===== src/rtl/mat_vec_pkg.sv =====
// Shared types and sizing helpers for the matrix-vector engine.
package mat_vec_pkg;

   typedef enum logic [1:0] {
      ST_IDLE = 2'd0,
      ST_RUN  = 2'd1,
      ST_DONE = 2'd2
   } state_t;

   // Wide enough for a full-column sum of unsigned products without wrapping.
   function automatic int acc_width(input int data_width, input int cols);
      return 2 * data_width + $clog2(cols);
   endfunction

endpackage


===== src/rtl/mac_pe.sv =====
// One MAC lane: signed/unsigned multiply, extend, wrapping accumulate, and a
// one-cycle register that forwards B to the next lane.
module mac_pe #(
   parameter int DATA_WIDTH = 8,
   parameter int ACC_WIDTH  = 19
) (
   input  logic                  clk,
   input  logic                  clr,
   input  logic                  en,
   input  logic                  signed_mode,
   input  logic [DATA_WIDTH-1:0] a,
   input  logic [DATA_WIDTH-1:0] b_in,
   output logic [DATA_WIDTH-1:0] b_out,
   output logic [ACC_WIDTH-1:0]  acc
);

   localparam int PROD_W = 2 * DATA_WIDTH + 2;
   localparam int EXT_W  = (ACC_WIDTH > PROD_W) ? ACC_WIDTH : PROD_W;

   logic signed [DATA_WIDTH:0]   a_ext;
   logic signed [DATA_WIDTH:0]   b_ext;
   logic signed [PROD_W-1:0]     prod;
   logic signed [ACC_WIDTH-1:0]  acc_d, acc_q;
   logic        [DATA_WIDTH-1:0] b_d, b_q;

   // One extra top bit lets a single signed multiplier serve both modes.
   function automatic logic signed [DATA_WIDTH:0] extend_op(input logic [DATA_WIDTH-1:0] v,
                                                            input logic is_signed);
      return {is_signed & v[DATA_WIDTH-1], v};
   endfunction

   function automatic logic signed [ACC_WIDTH-1:0] wrap_to_acc(input logic signed [PROD_W-1:0] p);
      logic signed [EXT_W-1:0] e;
      e = EXT_W'(p);
      return e[ACC_WIDTH-1:0];
   endfunction

   always_comb begin
      a_ext = extend_op(a, signed_mode);
      b_ext = extend_op(b_in, signed_mode);
      prod  = PROD_W'(a_ext) * PROD_W'(b_ext);
      acc_d = acc_q;
      b_d   = b_in;
      if (clr) begin
         acc_d = '0;
         b_d   = '0;
      end else if (en) begin
         acc_d = acc_q + wrap_to_acc(prod);
      end
   end

   always_ff @(posedge clk) begin
      acc_q <= acc_d;
      b_q   <= b_d;
   end

   assign acc   = acc_q;
   assign b_out = b_q;

endmodule


===== src/rtl/mat_vec_engine.sv =====
// Matrix-vector multiply: column-wise load into per-row buffers, then a
// skewed systolic pass where B ripples down one lane per cycle.
module mat_vec_engine
   import mat_vec_pkg::*;
#(
   parameter int DATA_WIDTH = 8,
   parameter int ROWS       = 8,
   parameter int COLS       = 8,
   parameter int ACC_WIDTH  = acc_width(DATA_WIDTH, COLS)
) (
   input  logic                         clk,
   input  logic                         rst,
   input  logic                         clr,
   input  logic                         wr_valid,
   output logic                         wr_ready,
   input  logic [ROWS*DATA_WIDTH-1:0]   wr_a,
   input  logic [DATA_WIDTH-1:0]        wr_b,
   input  logic                         start,
   input  logic                         signed_mode,
   output logic                         busy,
   output logic                         done,
   output logic                         result_valid,
   output logic [ROWS*ACC_WIDTH-1:0]    result
);

   localparam int RUN_LEN = COLS + ROWS - 1;
   localparam int LAST_K  = RUN_LEN - 1;
   localparam int KW      = (RUN_LEN > 1) ? $clog2(RUN_LEN) : 1;
   localparam int CW      = (COLS > 1) ? $clog2(COLS) : 1;
   localparam int NW      = $clog2(COLS + 1);

   state_t          state_q, state_d;
   logic [KW-1:0]   k_q, k_d;
   logic [NW-1:0]   cnt_q, cnt_d;
   logic            sm_q, sm_d;
   logic            busy_q, busy_d;
   logic            done_q, done_d;
   logic            rv_q, rv_d;
   logic            wr_ready_q, wr_ready_d;

   logic            kill;
   logic            loaded;
   logic            start_acc;
   logic            wr_acc;
   logic            pe_clr;

   logic [DATA_WIDTH-1:0] a_buf_q [ROWS][COLS];
   logic [DATA_WIDTH-1:0] a_buf_d [ROWS][COLS];
   logic [DATA_WIDTH-1:0] b_buf_q [COLS];
   logic [DATA_WIDTH-1:0] b_buf_d [COLS];

   logic [DATA_WIDTH-1:0] lane_a     [ROWS];
   logic                  lane_en    [ROWS];
   logic [DATA_WIDTH-1:0] lane_b_out [ROWS];
   logic [DATA_WIDTH-1:0] b_lane0;
   logic                  lane_b_unused;

   always_comb begin
      kill      = rst | clr;
      loaded    = (cnt_q == NW'(COLS));
      start_acc = !kill && (state_q == ST_IDLE) && loaded && start;
      wr_acc    = !kill && wr_ready_q && wr_valid;
      pe_clr    = kill | start_acc;
   end

   always_comb begin
      state_d = state_q;
      k_d     = k_q;
      cnt_d   = cnt_q;
      sm_d    = sm_q;
      rv_d    = rv_q;
      if (kill) begin
         state_d = ST_IDLE;
         k_d     = '0;
         cnt_d   = '0;
         rv_d    = 1'b0;
      end else begin
         case (state_q)
            ST_IDLE: begin
               if (start_acc) begin
                  state_d = ST_RUN;
                  k_d     = '0;
                  rv_d    = 1'b0;
                  sm_d    = signed_mode;
               end else if (wr_acc) begin
                  cnt_d = cnt_q + NW'(1);
               end
            end
            ST_RUN: begin
               if (k_q == KW'(LAST_K)) begin
                  state_d = ST_DONE;
                  k_d     = '0;
                  rv_d    = 1'b1;
               end else begin
                  k_d = k_q + KW'(1);
               end
            end
            ST_DONE: begin
               state_d = ST_IDLE;
               cnt_d   = '0;
            end
            default: state_d = ST_IDLE;
         endcase
      end
      busy_d     = (state_d == ST_RUN);
      done_d     = (state_d == ST_DONE);
      wr_ready_d = (state_d == ST_IDLE) && (cnt_d != NW'(COLS));
   end

   always_ff @(posedge clk) begin
      if (rst) begin
         state_q    <= ST_IDLE;
         k_q        <= '0;
         cnt_q      <= '0;
         sm_q       <= 1'b0;
         rv_q       <= 1'b0;
         busy_q     <= 1'b0;
         done_q     <= 1'b0;
         wr_ready_q <= 1'b1;
      end else begin
         state_q    <= state_d;
         k_q        <= k_d;
         cnt_q      <= cnt_d;
         sm_q       <= sm_d;
         rv_q       <= rv_d;
         busy_q     <= busy_d;
         done_q     <= done_d;
         wr_ready_q <= wr_ready_d;
      end
   end

   // Buffer contents are not cleared; the column count alone marks them empty.
   always_comb begin
      a_buf_d = a_buf_q;
      b_buf_d = b_buf_q;
      if (wr_acc) begin
         for (int r = 0; r < ROWS; r++) begin
            a_buf_d[r][cnt_q[CW-1:0]] = wr_a[r*DATA_WIDTH +: DATA_WIDTH];
         end
         b_buf_d[cnt_q[CW-1:0]] = wr_b;
      end
   end

   always_ff @(posedge clk) begin
      a_buf_q <= a_buf_d;
      b_buf_q <= b_buf_d;
   end

   // Row r is skewed by r cycles, matching the delay of B through the lanes.
   always_comb begin
      b_lane0 = (int'(k_q) < COLS) ? b_buf_q[CW'(k_q)] : '0;
      for (int r = 0; r < ROWS; r++) begin
         lane_en[r] = (state_q == ST_RUN) && (int'(k_q) >= r) && (int'(k_q) <= r + COLS - 1);
         lane_a[r]  = lane_en[r] ? a_buf_q[r][CW'(int'(k_q) - r)] : '0;
      end
   end

   for (genvar r = 0; r < ROWS; r++) begin : g_lane
      logic [DATA_WIDTH-1:0] b_src;
      if (r == 0) begin : g_first
         assign b_src = b_lane0;
      end else begin : g_chain
         assign b_src = lane_b_out[r-1];
      end
      mac_pe #(
         .DATA_WIDTH (DATA_WIDTH),
         .ACC_WIDTH  (ACC_WIDTH)
      ) u_pe (
         .clk         (clk),
         .clr         (pe_clr),
         .en          (lane_en[r]),
         .signed_mode (sm_q),
         .a           (lane_a[r]),
         .b_in        (b_src),
         .b_out       (lane_b_out[r]),
         .acc         (result[r*ACC_WIDTH +: ACC_WIDTH])
      );
   end

   assign lane_b_unused = ^lane_b_out[ROWS-1];

   assign wr_ready     = wr_ready_q;
   assign busy         = busy_q;
   assign done         = done_q;
   assign result_valid = rv_q;

endmodule


===== config.mk =====
export PLATFORM = sky130hd
export DESIGN_NAME = mat_vec_engine
export DESIGN_NICKNAME = d
export VERILOG_FILES = /design/src/rtl/mat_vec_pkg.sv /design/src/rtl/mac_pe.sv /design/src/rtl/mat_vec_engine.sv
export SDC_FILE = /design/constraint.sdc
export NUM_CORES = 2
export LEC_CHECK = 0
export ABC_AREA = 1
export BUFFER_PORTS_ARGS = -buffer_cell sky130_fd_sc_hd__buf_2
export CORE_UTILIZATION = 30
export CTS_CLUSTER_DIAMETER = 40
export CTS_CLUSTER_SIZE = 14
export DETAILED_ROUTE_END_ITERATION = 16
export PLACE_DENSITY_LB_ADDON = 0.3
export SYNTH_ARGS = -nofsm -noshare
export SYNTH_HDL_FRONTEND = slang
export SYNTH_SLANG_ARGS = --single-unit

===== constraint.sdc =====
create_clock -name clk -period 16.35 [get_ports clk]
set_input_delay 2.4525 -clock clk [delete_from_list [all_inputs] [get_ports clk]]
set_output_delay 2.4525 -clock clk [all_outputs]
set_load 0.01 [all_outputs]

## Word level (Yosys, flattened, before mapping)

Cells that the tools add are included.

- Register bits after elaboration: 799
- Bits of input ports: 78
- Output and inout port bits: 156

- Add/sub/neg operators: 17
- Multipliers: 8
- Magnitude comparators: 27
- Eq/ne operators: 9
- Multiplexer cells: 61
- Bitwise logic cells: 29
- Reductions and logical operators: 30

Operators with widths:

| cell | number |
|---|---|
| bitwise mux 64 bit | 9 |
| two-way mux 8 bit | 28 |
| binary-select mux 8 bit (select 3 bit) | 9 |
| adder 19 x 18 -> 19 bit | 8 |
| multiplier 9 x 9 -> 18 bit | 8 |
| greater-or-equal comparator 3 x 4 -> 1 bit, second input constant | 8 |
| <= comparator 4 bit, second input constant | 7 |
| demux 8 bit (select 3 bit) | 1 |
| NOT 3 bit | 8 |
| logical AND 1 bit | 22 |
| two-way mux 4 bit | 5 |
| bitwise AND 1 bit | 16 |
| greater-or-equal comparator 4 x 3 -> 1 bit, second input constant | 4 |
| one-hot mux 4 bit (2 select lines) | 2 |
| subtractor 3 bit, second input constant | 4 |
| adder 4 x 1 -> 4 bit, second input constant | 2 |
| == test 4 bit, second input constant | 2 |
| greater-or-equal comparator 4 x 2 -> 1 bit, second input constant | 2 |
| greater-or-equal comparator 4 bit, second input constant | 2 |
| NOT 3 -> 4 bit | 2 |
| two-way mux 2 bit | 3 |
| AND reduction 3 bit | 2 |
| subtractor 3 x 2 -> 3 bit, second input constant | 2 |
| == test 2 x 1 -> 1 bit, second input constant | 2 |
| other kinds (18) | 23 |

## Logic depth before layout (Yosys ltp)

- Word-level depth: 10
- Depth in mapped cells: 38
- Gate-level depth less buffers: 33

## By module

A second synthesis with hierarchy kept.

- Cells, all modules: 7049
- Area total of the unflattened synthesis: 63513.4 µm²

By module, submodules not included:

| module | times used | cells an instance | area each (µm²) | sequential area each (µm²) |
|---|---|---|---|---|
| mat_vec_engine | 1 | 1687 | 23525.1 | 17596.9 |
| mac_pe at g_lane[3].u_pe ... | 2 | 675 | 4993.5 | 540.5 |
| mac_pe at g_lane[1].u_pe ... | 2 | 665 | 4984.8 | 540.5 |
| mac_pe at g_lane[5].u_pe | 1 | 675 | 5023.6 | 540.5 |
| mac_pe at g_lane[7].u_pe | 1 | 675 | 5012.3 | 540.5 |
| mac_pe at g_lane[0].u_pe | 1 | 663 | 4998.5 | 540.5 |
| mac_pe at g_lane[6].u_pe | 1 | 669 | 4997.3 | 540.5 |

## Worst setup path before layout

Ideal clock, no wire load.

- Path kind: input port to flip-flop
- From: in clr
- To: reg a_buf_q[10] (netlist name) (enable)
- Library setup time: 0.591 ns
- Arrival time: 7.947 ns
- Data required time: 15.759 ns
- Setup slack: 7.811 ns
- Stages on the path: 5
- Path buffers: 0
- Cell sequence: nor2_1 > nand3_1 > inv_1 > nand2_1 > nor3_1

- Cells in the longest elaborated chain, start to end: 4

Ends and longest elaborated chain:

| element | RTL line | source |
|---|---|---|
| start: declaration | mat_vec_engine.sv:13 | `input logic clr,` |
| OR 1 bit | mat_vec_engine.sv:59 | `kill = rst \| clr;` |
| logical NOT 1 bit | mat_vec_engine.sv:62 | `wr_acc = !kill && wr_ready_q && wr_valid;` |
| logical AND 1 bit (2 in a row) | mat_vec_engine.sv:62 |  |
| end signal: assignment | mat_vec_engine.sv:145 | `a_buf_q <= a_buf_d;` |
| end: declaration | mat_vec_engine.sv:47 | `logic [DATA_WIDTH-1:0] a_buf_q [ROWS][COLS];` |

No other way between the ends.
A chain may end at the register's enable or synchronous reset.

## Worst setup path in the final report

- From: reg k_q[0]
- To: reg g_lane[7].u_pe.acc_q[16]

- Cells in the longest elaborated chain, start to end: 9

Ends and longest elaborated chain:

| element | RTL line | source |
|---|---|---|
| start: declaration | mat_vec_engine.sv:33 | `logic [KW-1:0] k_q, k_d;` |
| start signal: assignment | mat_vec_engine.sv:122 | `k_q <= k_d;` |
| subtractor 3 bit | mat_vec_engine.sv:154 | `lane_a[r] = lane_en[r] ? a_buf_q[r][CW'(int'(k_q) - r)] : '0;` |
| NOT 3 bit (not written as such) | mat_vec_engine.sv:154 |  |
| binary-select mux 8 bit (select 3 bit) | mat_vec_engine.sv:154 |  |
| two-way mux 8 bit (not written as such) (2 in a row) | mat_vec_engine.sv:154 |  |
| two-way mux 8 bit | mat_vec_engine.sv:154 |  |
| bitwise AND 1 bit | mac_pe.sv:29 | `return {is_signed & v[DATA_WIDTH-1], v};` |
| multiplier 9 x 9 -> 18 bit | mac_pe.sv:41 | `prod = PROD_W'(a_ext) * PROD_W'(b_ext);` |
| adder 19 x 18 -> 19 bit | mac_pe.sv:48 | `acc_d = acc_q + wrap_to_acc(prod);` |
| end signal: assignment | mac_pe.sv:53 | `acc_q <= acc_d;` |
| end: declaration | mac_pe.sv:23 | `logic signed [ACC_WIDTH-1:0] acc_d, acc_q;` |

Several ways; a longest one is shown, not always the timed one. The select of a mux whose other input is x is not followed.

==> metrics.md <==
| Metric | Value |
|---|---|
| Fillers | `roughly 21,000` |
| Row cnt | `165` |
| Slowest cell delay on critical path | `between 700 and 800 ps` |
| Post-CTS resize count | `0` |
| Mapped Nets | `about 7,700` |
| Worst skew pair latency | `around 800 ps` |
| Main synth FF type | `edfxtp_1` |
| Hold slack | `roughly 450 ps` |
| Relative slew slack | `approximately a quarter` |
| Area of the multi-input gates | `between 0.03 and 0.04 mm^2` |
| Synthesized instance count | `6,545` |
| Synthesis-to-finish area growth | `14.26%` |
| DR vias/cell | `between 4 and 5` |
| FF+latch count, synth | `around 800` |
| CTS H-tree lvls | `4` |
| Residual DRC count | `0` |
| PD cells | `74.05 mW/mm^2` |
| Crit. End Element | `flop` |
| Status | `finished, final reports clean` |
| Drt wl/cell | `about 18 um` |
| Chip Width | `around 460 um` |
| Most frequent CP cell | `inv_1` |
| Largest net degree at the start of global routing | `123` |
| Worst Hold Class | `flop to flop` |
| Initial Util | `around 30%` |
| Synth async-reset ratio | `0%` |
| DRT Pass-1 Iters | `5` |
| Clock transition at the registers of the reported paths | `about 50 ps` |
| EDFF count, synth | `between 500 and 600` |
| Distinct cells, synth | `48` |
| Full die area | `0.2071 mm^2` |
| Worst Hold Launch | `result_valid` |
| RSZ-0062 raised after global routing | `false` |
| Post-synthesis sequential area ratio | `between 30% and 40%` |
| Maximum capacitance violations | `0` |
| Initial antenna violation count | `between 70 and 80` |
| VDD IR max | `approximately 80 uV` |
| Final setup violation count | `0` |
| WL final | `around 180,000 um` |
| Worst setup path start | `k_q[0]` |
| Arr. time, crit path | `9160 ps` |
| Number of cells after detailed placement | `9,294` |
| Post-layout min period | `about 8500 ps` |
| Via count | `roughly 45,000` |
| Critical path type | `flop to flop` |
| Synth warn | `0` |
| Worst Path Required | `17,000 ps` |
| Worst setup SP type | `flop` |
| Leak | `between 30 and 40 nW` |
| # Post-CTS Setup Buffers | `0` |
| Detailed placer's ending HPWL | `131,200 um` |
| First-pass GRT wire length | `roughly 270,000 um` |
| Total Routing Usage GR | `between 10% and 20%` |
| CTS tree | `built` |
| Aggregate global routing overflow | `0` |
| Hold-fix buffers, CTS | `0` |
| Placed cell area | `between 0.06 and 0.07 mm^2` |
| Antenna Nets Post-Route | `0` |
| Finished Layout Cells | `between 9,000 and 10,000` |
| Setup tns final | `0 ps` |
| Share of layout cells above drive strength 1 | `9.983%` |
| Worst Max-Slew Pin Slew | `~1100 ps` |
| Clk_skew | `approximately 61 ps` |
| Seq. cell area | `0.02177 mm^2` |
| Clock sinks | `799` |
| Post-route cell area | `0.07038 mm^2` |
| CTS Buf Count | `about 140` |
| Clk root buf | `clkbuf_16` |
| CTS max path bufs | `3` |
| Crit path max fanout | `between 100 and 150` |
| Chip Height | `roughly 460 um` |
| DR iter-0 viols | `about 2,600` |
| Maximum clock rate | `117.6 MHz` |
| CP max stage cell | `fa_1` |
| Crit share post-route | `roughly 52%` |
| # port buffers | `233` |
| Cell Area, Synth | `between 0.06 and 0.07 mm^2` |
| RD Place Congestion | `around 0.93` |
| Syn Area/Cell | `approximately 9.4 um^2` |
| Max-slew violation count | `0` |
| CORE AREA | `between 0.2 and 0.25 mm^2` |
| Total power | `around 5.2 mW` |
| Reg2Reg Launch Point | `k_q[0]` |
| Final #Nets | `approximately 8,000` |
| IO Pins | `234` |
| Vias in the first global route | `45,500` |
| Commonest non-fill, non-tap cell in the layout | `inv_1` |
| Most frequent cells in the layout | `inv_1 (1,274), nor2_1 (884), nand2_1 (856), fa_1 (689), edfxtp_1 (576)` |
| Final hold vios | `0` |
## stage by stage
stage	utilization (%)	worst slack [ps]
floorplan	-	7811
global placement	32.22	7875
detailed placement	32.22	7777
CTS	34.61	7700
global route	34.63	7210
finish	34.64	7847
## sequential cells by signal (all words and copies together), names as in the netlist, 2 cells and up
signal	count
a_buf_q	512
g_lane.u_pe.acc	152
k_q	4
cnt_q	4
g_lane.u_pe.b_out	56
state_q	2
b_buf_q	64
## worst max-delay path: cells and delay by family, from the launching register on
kind                       cells  cell delay, ps
AOI/OAI and AO/OA              5             870
buffers and inverters         10            2370
adders and majority gates      7            3440
DFF                            1             600
and+or+nand+nor                8             990
## cells by family (layout without fill, tap and decap cells)
logic type	after synthesis	count (layout)	share of synthesized area [%]
AO/OA/AOI/OAI	866	866	8.121
XOR/XNOR	115	115	1.635
adder cells (fa/ha/maj)	1103	1103	30.80
buffers and inverters	1569	1896	10.04
flip-flops	799	799	35.33
other	0	26	0
AND/OR/NAND/NOR	2093	2093	14.07
## worst paths after layout
check             depth (start not counted)  slack, ps                      to
setup / recovery                         30       7850  g_lane[7].u_pe.acc[16]
setup reg to reg                         30       7850  g_lane[7].u_pe.acc[16]
hold reg to reg                           2        450            result_valid
hold / removal                            2        450            result_valid
## cell usage after synthesis (10+ instances only)
cell type  number  area share [%]
ha_1          414             8.4
xnor2_1        55            0.78
nand3_2        34            0.55
clkinv_1       13           0.079
a21oi_1       202             1.6
inv_2          87            0.53
fa_1          689              22
nand2_1       856             5.2
edfxtp_1      576              28
dfxtp_1       223             7.2
buf_4          24            0.29
nor3_1         11           0.089
nand3_1       200             1.6
or2_2          13            0.13
nand3b_1       24            0.29
o21a_1         15            0.18
o21ai_1        19            0.15
o221ai_1      103             1.5
buf_2          65            0.53
buf_6          15            0.27
nand2_2        11            0.11
nor2_1        892             5.4
o22ai_1        27            0.27
o21bai_1       25            0.30
xor2_1         60            0.85
o211ai_1       24            0.29
nand4_1        20            0.20
clkbuf_1       76            0.46
a31oi_1        10            0.10
o21ai_0       421             3.4
nor2_2         13            0.13
inv_1        1276             7.8
## cell type report
type	instances	area share (%)
Antenna cell	26	0.09245
Clock buffer	150	5.014
Clock inverter	100	1.893
Inverter	1380	7.385
Multi-Input combinational cell	4177	47.93
Sequential cell	799	30.93
Tap cell	2672	4.751
Timing Repair Buffer	266	2.009
## routing by layer
| metal | part of all wire (%) | routed length, um | track usage [%] | up-vias |
|---|---|---|---|---|
| met5 | 0.15 | 258 | 0 | - |
| met4 | 3.1 | 5511 | 5.416 | 40 |
| met3 | 5.7 | 10050 | 3.344 | 320 |
| met2 | 48 | 83840 | 28.70 | 1077 |
| met1 | 43 | 75610 | 21.79 | 22150 |
| li1 | - | - | - | 21230 |
## power by group
group	internal (mW)	switching, mW
registers	2.18	0.00402
logic	0.0135	0.0525
clock network	1.79	1.17
Power figures use the tool's default switching activity.
